===== src/rtl/rds_pkg.sv =====
// Shared constants, block index encoding and the reference CRC for the RDS group serializer.
package rds_pkg;

  localparam logic [9:0] POLY  = 10'h1B9;
  localparam logic [9:0] OFS_A = 10'h0FC;
  localparam logic [9:0] OFS_B = 10'h198;
  localparam logic [9:0] OFS_C = 10'h168;
  localparam logic [9:0] OFS_D = 10'h1B4;

  typedef enum logic [1:0] {
    BLK_A = 2'd0,
    BLK_B = 2'd1,
    BLK_C = 2'd2,
    BLK_D = 2'd3
  } blk_e;

  typedef enum logic [1:0] {
    ST_IDLE,
    ST_REQ,
    ST_WAIT,
    ST_SEND
  } state_e;

  // Remainder of info(x)*x^10 divided by g(x), shifting the message in MSB first.
  function automatic logic [9:0] crc10(input logic [15:0] info);
    logic [9:0] r;
    logic       fb;
    r = '0;
    for (int i = 15; i >= 0; i--) begin
      fb = r[9] ^ info[i];
      r  = {r[8:0], 1'b0};
      if (fb) r = r ^ POLY;
    end
    return r;
  endfunction

  function automatic logic [9:0] blk_offset(input blk_e b);
    case (b)
      BLK_A:   return OFS_A;
      BLK_B:   return OFS_B;
      BLK_C:   return OFS_C;
      default: return OFS_D;
    endcase
  endfunction

endpackage


===== src/rtl/rds_crc10.sv =====
// Combinational RDS checkword: 10-bit CRC of one info word XORed with the block offset.
module rds_crc10
  import rds_pkg::*;
(
  input  logic [15:0] info,
  input  logic [9:0]  offset,
  output logic [9:0]  check
);

  assign check = crc10(info) ^ offset;

endmodule


===== src/rtl/rds_group_serializer.sv =====
// Serializes four 16-bit RDS info words into a 104-bit group, one bit per bit_tick.
// Define RDS_DIFF_EN to differentially encode bit_out.
module rds_group_serializer
  import rds_pkg::*;
(
  input  logic        clk_25m,
  input  logic        reset_n,
  input  logic        enable,
  input  logic        bit_tick,
  output logic        group_req,
  input  logic        group_ack,
  input  logic [15:0] word_a,
  input  logic [15:0] word_b,
  input  logic [15:0] word_c,
  input  logic [15:0] word_d,
  output logic        bit_out,
  output logic        bit_strobe,
  output logic        group_start,
  output logic        underrun
);

  state_e           state;
  logic [3:0][15:0] in_words;
  logic [3:0][15:0] words_q;
  logic [3:0][15:0] next_q;
  logic             acked;
  blk_e             blk_q;
  logic [4:0]       bit_q;
  logic [25:0]      sh_q;

  logic             hs;
  logic [1:0]       ld_idx;
  logic [15:0]      ld_info;
  logic [9:0]       ld_ofs;
  logic [9:0]       ld_check;
  logic [25:0]      ld_block;
  logic             start_grp;
  logic             send_tick;
  logic             ld_blk;
  logic             last_bit;
  logic             raw_bit;
  logic             coded_bit;

  assign in_words = {word_d, word_c, word_b, word_a};
  assign hs       = group_req & group_ack;

  // A new group always loads block A; words acked on the same tick are used directly.
  always_comb begin
    ld_idx  = 2'd0;
    ld_info = hs ? word_a : words_q[0];
    if (state == ST_SEND) begin
      ld_idx  = 2'(blk_q) + 2'd1;
      ld_info = words_q[ld_idx];
    end
  end

  assign ld_ofs = blk_offset(blk_e'(ld_idx));

  rds_crc10 u_crc (
    .info   (ld_info),
    .offset (ld_ofs),
    .check  (ld_check)
  );

  assign ld_block  = {ld_info, ld_check};
  assign start_grp = bit_tick & ((state == ST_WAIT) | (state == ST_REQ));
  assign send_tick = bit_tick & (state == ST_SEND);
  assign ld_blk    = send_tick & (bit_q == 5'd26);
  assign last_bit  = send_tick & (blk_q == BLK_D) & (bit_q == 5'd25);
  assign raw_bit   = (start_grp | ld_blk) ? ld_block[25] : sh_q[25];

`ifdef RDS_DIFF_EN
  logic d_prev;

  // Differential state runs across group boundaries; only reset clears it.
  always_ff @(posedge clk_25m or negedge reset_n) begin
    if (!reset_n) begin
      d_prev <= 1'b0;
    end else if (start_grp | send_tick) begin
      d_prev <= coded_bit;
    end
  end

  assign coded_bit = raw_bit ^ d_prev;
`else
  assign coded_bit = raw_bit;
`endif

  always_ff @(posedge clk_25m or negedge reset_n) begin
    if (!reset_n) begin
      state       <= ST_IDLE;
      group_req   <= 1'b0;
      bit_out     <= 1'b0;
      bit_strobe  <= 1'b0;
      group_start <= 1'b0;
      underrun    <= 1'b0;
      words_q     <= '0;
      next_q      <= '0;
      acked       <= 1'b0;
      blk_q       <= BLK_A;
      bit_q       <= 5'd0;
      sh_q        <= '0;
    end else begin
      bit_strobe  <= 1'b0;
      group_start <= 1'b0;
      underrun    <= 1'b0;

      if (start_grp | send_tick) begin
        bit_out    <= coded_bit;
        bit_strobe <= 1'b1;
      end

      if (start_grp) begin
        blk_q       <= BLK_A;
        bit_q       <= 5'd1;
        sh_q        <= {ld_block[24:0], 1'b0};
        group_start <= 1'b1;
      end else if (ld_blk) begin
        blk_q <= blk_e'(ld_idx);
        bit_q <= 5'd1;
        sh_q  <= {ld_block[24:0], 1'b0};
      end else if (send_tick) begin
        bit_q <= bit_q + 5'd1;
        sh_q  <= {sh_q[24:0], 1'b0};
      end

      case (state)
        ST_IDLE: begin
          bit_out <= 1'b0;
          if (enable) begin
            state     <= ST_REQ;
            group_req <= 1'b1;
          end
        end
        ST_REQ: begin
          if (hs) begin
            words_q   <= in_words;
            group_req <= 1'b0;
          end else if (bit_tick) begin
            underrun  <= 1'b1;
          end
          if (bit_tick)  state <= ST_SEND;
          else if (hs)   state <= ST_WAIT;
        end
        ST_WAIT: begin
          if (bit_tick) state <= ST_SEND;
        end
        ST_SEND: begin
          // Words acked mid-group are parked so the group on air stays intact.
          if (hs) begin
            next_q    <= in_words;
            acked     <= 1'b1;
            group_req <= 1'b0;
          end
          if (last_bit) begin
            if (acked | hs) words_q <= hs ? in_words : next_q;
            acked <= 1'b0;
            if (!enable) begin
              state     <= ST_IDLE;
              group_req <= 1'b0;
            end else if (acked | hs) begin
              state <= ST_WAIT;
            end else begin
              state     <= ST_REQ;
              group_req <= 1'b1;
            end
          end
        end
        default: state <= ST_IDLE;
      endcase
    end
  end

endmodule


===== config.mk =====
export PLATFORM = sky130hd
export DESIGN_NAME = rds_group_serializer
export DESIGN_NICKNAME = d
export VERILOG_FILES = /design/src/rtl/rds_pkg.sv /design/src/rtl/rds_crc10.sv /design/src/rtl/rds_group_serializer.sv
export SDC_FILE = /design/constraint.sdc
export NUM_CORES = 1
export LEC_CHECK = 0
export CORE_ASPECT_RATIO = 0.7
export CORE_MARGIN = 2
export CORE_UTILIZATION = 48
export DETAILED_ROUTE_END_ITERATION = 7
export PLACE_DENSITY_LB_ADDON = 0.2
export SETUP_SLACK_MARGIN = 0.5
export SLEW_MARGIN = 20
export SYNTH_ARGS = -nofsm -noshare
export SYNTH_HDL_FRONTEND = slang
export SYNTH_SLANG_ARGS = --single-unit

===== constraint.sdc =====
create_clock -name clk_25m -period 4.48 [get_ports clk_25m]
set_input_delay 0.672 -clock clk_25m [delete_from_list [all_inputs] [get_ports clk_25m]]
set_output_delay 0.672 -clock clk_25m [all_outputs]
set_load 0.05 [all_outputs]

# == After elaboration in Yosys (flattened, before gate mapping) ==
# Cells that the tools add are included.
# op_classes
add_sub_neg,2
magnitude_cmp,1
n_eq_ne,14
n_mux,59
bitwise,41
reduce_logical,12
# op_table
cell,count
$mux 64,4
$mux 9,16
$pmux 64 s2,1
$not 6->6,15
$mux 26,3
$mux 16,3
$bmux 16 s2,1
$pmux 9 s3,1
$mux 2,10
$mux 1,15
$mux 5,3
$xor 1x1->1,14
$eq 5x5->1 const B,2
$xor 10x9->10,1
$eq 2x2->1 const B,4
$ne 2x2->1 const B,4
$pmux 2 s4,1
$reduce_and 4->1,2
$reduce_bool 2->1,4
$and 1x1->1,6
$reduce_bool 3->1,2
$add 5x1->5 const B,1
$eq 2x1->1 const B,2
$logic_not 2->1,2
8 further kinds,12
# word_totals
ff_bits,169
inputBits,69
output_inout_bits,5
elab_cells,147

# == Logic depth before layout (Yosys ltp) ==
# logic_depth
word_depth,38
mapped_depth,13

# == Hierarchy ==
# A second synthesis with hierarchy kept.
# unflattened
cells_unflattened,807
area_unflattened_um2,9281.4
# modules_own_cells
module,n_inst,cells_each,area_each_um2,seq_area_each_um2
rds_group_serializer,1,747,8557.0,4204.0
rds_crc10,1,60,724.4,0.0

# == Worst setup path before layout ==
# No wires, ideal clock.
# synth_path
kind,reg-to-reg
from,register group_req
to,register sh_q[7]
t_arrival_ns,3.114
t_required_ns,4.403
setup_slack_ns,1.290
stages_incl_launch_ff,11
n_path_buf,1
synth_period_minus_slack_ns,3.190
path_cell_list,dfrtp_1 > and2_1 > buf_2 > mux2_1 > mux2i_4 > xnor3_1 > xnor3_2 > xor2_4 > xnor2_2 > xnor3_1 > o21ai_1
# synth_via
elab_chain_cells,30
elab_cells_between_ends,50
cone_classes,mux (20); bitwise (30)
# synth_lines
element,line,source
"start, declared",rds_group_serializer.sv:10,"output logic group_req,"
"start signal, assigned",rds_group_serializer.sv:92,group_req <= 1'b0;
"start signal, assigned",rds_group_serializer.sv:132,group_req <= 1'b1;
"start signal, assigned",rds_group_serializer.sv:138,group_req <= 1'b0;
$and 1x1->1 *,rds_group_serializer.sv:45,assign hs = group_req & group_ack;
$mux 16 *,rds_group_serializer.sv:50,ld_info = hs ? word_a : words_q[0];
$mux 16 *,rds_group_serializer.sv:51,if (state == ST_SEND) begin
$mux 9,rds_pkg.sv:32,if (fb) r = r ^ POLY;
$mux 9 or $not 6->6 (tied branches),n/a,
$not 6->6 (no source line) or $mux 9 (tied branches),n/a,
$mux 9 or $not 6->6 (tied branches),n/a,
$not 6->6 (no source line) or $mux 9 (tied branches),n/a,
(+13 left out),n/a,
$mux 9,rds_pkg.sv:32,
$not 6->6 (no source line) or $xor 1x1->1 (tied branches),n/a,
$mux 9,rds_pkg.sv:32,
$not 6->6 (no source line) or $xor 1x1->1 (tied branches),n/a,
$mux 9 * (2 in series),rds_pkg.sv:32,
$xor 10x9->10 *,rds_crc10.sv:10,assign check = crc10(info) ^ offset;
$mux 26,rds_group_serializer.sv:118,end else if (ld_blk) begin
$mux 26 *,rds_group_serializer.sv:113,if (start_grp) begin
"end signal, assigned",rds_group_serializer.sv:116,"sh_q <= {ld_block[24:0], 1'b0};"
"end signal, assigned",rds_group_serializer.sv:121,"sh_q <= {ld_block[24:0], 1'b0};"
"end signal, assigned",rds_group_serializer.sv:124,"sh_q <= {sh_q[24:0], 1'b0};"
"end, declared",rds_group_serializer.sv:29,logic [25:0] sh_q;
# Every way passes the cells marked *; elsewhere a longest branch is shown, timed or not.
# A chain may end at the register's enable or synchronous reset.

# == Worst setup path in the final report ==
# layout_path
from,register state[1]
to,register sh_q[7]
# layout_via
elab_chain_cells,29
elab_cells_between_ends,61
cone_classes,eq/ne (5); mux (21); bitwise (33); reduce/logical (2)
# layout_lines
element,line,source
"start, declared",rds_group_serializer.sv:22,state_e state;
"start signal, assigned",rds_group_serializer.sv:91,state <= ST_IDLE;
"start signal, assigned",rds_group_serializer.sv:131,state <= ST_REQ;
"start signal, assigned",rds_group_serializer.sv:142,if (bit_tick) state <= ST_SEND;
$eq 2x2->1,"rds_group_serializer.sv:51, rds_group_serializer.sv:67",
$mux 16,rds_group_serializer.sv:51,
$mux 9,rds_pkg.sv:32,
$mux 9 or $not 6->6 (tied branches),n/a,
$not 6->6 (no source line) or $mux 9 (tied branches),n/a,
$mux 9 or $not 6->6 (tied branches),n/a,
$not 6->6 (no source line) or $mux 9 (tied branches),n/a,
$mux 9,rds_pkg.sv:32,
(+12 left out),n/a,
$mux 9,rds_pkg.sv:32,
$not 6->6 (no source line) or $xor 1x1->1 (tied branches),n/a,
$mux 9,rds_pkg.sv:32,
$not 6->6 (no source line) or $xor 1x1->1 (tied branches),n/a,
$mux 9 (2 in series),rds_pkg.sv:32,
$xor 10x9->10,rds_crc10.sv:10,
$mux 26,rds_group_serializer.sv:118,
$mux 26,rds_group_serializer.sv:113,
# Several ways; a longest one is shown, not always the timed one.

==> results_dict.tcl <==
set metrics [dict create \
    io_buffers 73 \
    fin_ws_ns 0.7888 \
    layout_commonest_cell "dfrtp_1" \
    clk_pin_slew_ns 0.07 \
    r2r_end "sh_q[7]" \
    synth_edf_count 0 \
    vias_per_cell 5.658 \
    power.switching_mw 4.047 \
    syn_area_per_cell_um2 11.03 \
    final_util_pct 58.25 \
    diodes 0 \
    clockBufferDepth 2 \
    cts.repair.resized 0 \
    drtIter0Drc 449 \
    power_switching_share_pct 39.26 \
    tightest_slew_ns 0.8720 \
    die_w_um 168.0 \
    grt_first_pass_wirelength_um 35840 \
    ys.flop_type "dfrtp_1" \
    power_frac_comb_pct 58.8 \
    numCtsBuffers 17 \
    cp_slowest_stage_delay_ns 0.64 \
    p_leak_nw 4.407 \
    worstSetupPathType "flip-flop to flip-flop" \
    slew-limit-headroom_pct 41.87 \
    cp_data_arrival_time_ns 4.05 \
    outcome "complete, no violations" \
    synth_cell_type_count 56 \
    worstPathCellList "ha_1 > clkinv_2 > nor2_1 > a221oi_4 > xnor3_2 > xnor2_2 > xnor2_2 > xnor2_4 > xnor3_1 > o21ai_1" \
    hpwl_um 15810 \
    cp_num_buf_inv 1 \
    synth_nets 900 \
    pwr-share-clk_pct 14.2 \
    cpMaxStageDelayCell "nor2_1" \
    drcViolationCount 0 \
    layout-drive-gt1-share_pct 16.87 \
    finalCritPeriodShare_pct 82.39 \
    skew_ns 0.01300 \
    cp_common_cell "xnor2_2" \
    htree_levels 4 \
    place_congestion 0.9164 \
    grt_pass1_vias 6593 \
    post_cts_buffers 0 \
    hold_viol 0 \
    ys_seq_area_share_pct 46.54 \
    r2r_cells 10 \
    clock_sink_count 168 \
    ant_nets 0 \
    crit_start "state[1]" \
    ys_async_sr_fraction_pct 100.0 \
    layout_common_cells "dfrtp_1, nand2_1, mux2i_1, o21ai_0, clkdlybuf4s50_1" \
    whs_ns 0.1485 \
    core_area_um2 18210 \
    rsz0062_at_grt "false" \
    hold_path.class "input port to asynchronous set/reset pin" \
    power_density_nw_per_um2 971.7 \
    period_needed_ns 3.691 \
    io_pins 74 \
    synth-seq-cells 168 \
    postRouteWirelength_um 22030 \
    synth_cells 819 \
    cts_tree "yes" \
    cp-end-kind "flip-flop" \
    grt_max_degree 129 \
    rrSetupSlack_ns 0.79 \
    syn_area_um2 9034 \
    clock_latency_ns 0.43 \
    cp.depth 10 \
    finalSetupViolCount 0 \
    path_max_fanout 15 \
    vdd_drop_max_uv 1077 \
    area_growth_pct 17.42 \
    grt_use_total_pct 23.30 \
    dr.pass1.iters 5 \
    layout.nets 957 \
    die_h_um 118.8 \
    cp.required_ns 4.83 \
    p_seq_share_pct 26.9 \
    die-area_um2 19950 \
    vias 6365 \
    setup-tns-final_ns 0 \
    initial_core_util_pct 49.60 \
    pre_cts_ws_ns 0.6424 \
    yosysWarnings 0 \
    cp_top_family "XOR/XNOR gates" \
    cp-start-kind "flip-flop" \
    r2r-start "state[1]" \
    p_int_mw 6.261 \
    fmax_mhz 270.9 \
    cp-endpoint "sh_q[7]" \
    drv_cap 0 \
    rows 41 \
    ctsHoldBuffers 0 \
    clockRootBuffer "clkbuf_16" \
    wl_per_cell_um 19.58 \
    slew_violations 0 \
    grt_antenna_before_repair 0 \
    overflow 0 \
]
## logic make-up after synthesis
family | after synthesis | synth area share (%)
and+or+nand+nor | 180 | 8.102
adders and majority gates | 12 | 1.662
xor gates and xnor gates | 66 | 8.684
muxes | 167 | 20.76
buffers and inverters | 63 | 3.310
DFF | 168 | 46.54
AOI/OAI and AO/OA | 163 | 10.94
## metal layers
metal | global-route usage (%) | share of wire, % | vias up
li1 | - | - | 2993
met1 | 34.33 | 49 | 3184
met2 | 34.79 | 44 | 172
met3 | 6.095 | 6.4 | 16
met4 | 4.674 | 1.1 | 0
met5 | 0 | 0 | -
## layout make-up
class	instances	area (um2)
Clock buffer	19	452.9
Sequential cell	168	4204
Fill cell	1485	7604
Timing Repair Buffer	90	917.1
Inverter	11	42.54
Tap cell	236	295.3
Clock inverter	13	135.1
Multi-Input combinational cell	588	4561
## power by group through the flow
stage / clock [mW] / combinational [mW] / sequential (mW)
global route: 1.56 / 6.60 / 2.85
finish: 1.47 / 6.06 / 2.78
global placement: 0 / 5.98 / 2.74
detailed placement: 0 / 6.10 / 2.78
CTS: 1.48 / 6.12 / 2.76
floorplan: 0 / 5.00 / 2.64
## synth_stat cells (3+ instances only)
cell / instances / area (um2)
buf_2: 5 / 25.02
inv_1: 8 / 30.03
clkbuf_1: 41 / 153.9
xnor3_2: 3 / 71.32
mux2i_1: 88 / 880.8
a22o_1: 3 / 26.28
nand2_1: 128 / 480.5
and2_1: 3 / 18.77
mux4_2: 7 / 157.7
and3_1: 12 / 75.07
a31oi_1: 9 / 56.30
nor3_1: 3 / 15.01
mux2_2: 67 / 754.5
a211oi_1: 11 / 82.58
xnor3_1: 4 / 90.09
o21ai_0: 79 / 395.4
o31ai_1: 3 / 22.52
a22oi_1: 6 / 45.04
nand3_1: 3 / 15.01
xnor2_1: 33 / 289.0
a21oi_1: 21 / 105.1
xor2_1: 17 / 148.9
mux2_1: 3 / 33.78
nor2_1: 27 / 101.4
xnor2_2: 5 / 81.33
buf_6: 3 / 33.78
o21ai_1: 15 / 75.07
dfrtp_1: 168 / 4204
ha_1: 12 / 150.1
## worst register-to-register path: stages, from the launching register on
cell,delay [ns]
dfrtp_1,0.42
ha_1,0.39
clkinv_2,0.38
nor2_1,0.65
a221oi_4,0.17
xnor3_2,0.45
xnor2_2,0.18
xnor2_2,0.34
xnor2_4,0.18
xnor3_1,0.34
o21ai_1,0.12
## state kept, by name, indices dropped and copies added, names as in the netlist
register / cells
words_q: 64
group_req: 1
bit_q: 5
underrun: 1
blk_q: 2
bit_strobe: 1
next_q: 64
group_start: 1
sh_q: 25
acked: 1
bit_out: 1
state: 2
## worst min-delay path by stage
| stage | end | start | cells after the start |
|---|---|---|---|
| finish | next_q[40] | reset_n | 1 |
| detailed placement | sh_q[11] | sh_q[11] | 2 |
| floorplan | acked | reset_n | 0 |
| CTS | next_q[36] | reset_n | 1 |
| global route | next_q[40] | reset_n | 1 |
| global placement | sh_q[17] | sh_q[17] | 2 |
## metrics by stage
stage	cell area, um2	cells	power (mW)
2_1_floorplan	9034	819	7.632
3_3_place_gp	9992	1092	8.718
3_5_place_dp	9992	1092	8.876
4_1_cts	10580	1124	10.36
5_1_grt	10610	1125	11.01
6_report	10610	1125	10.31
(Power assumes the default switching activity.)
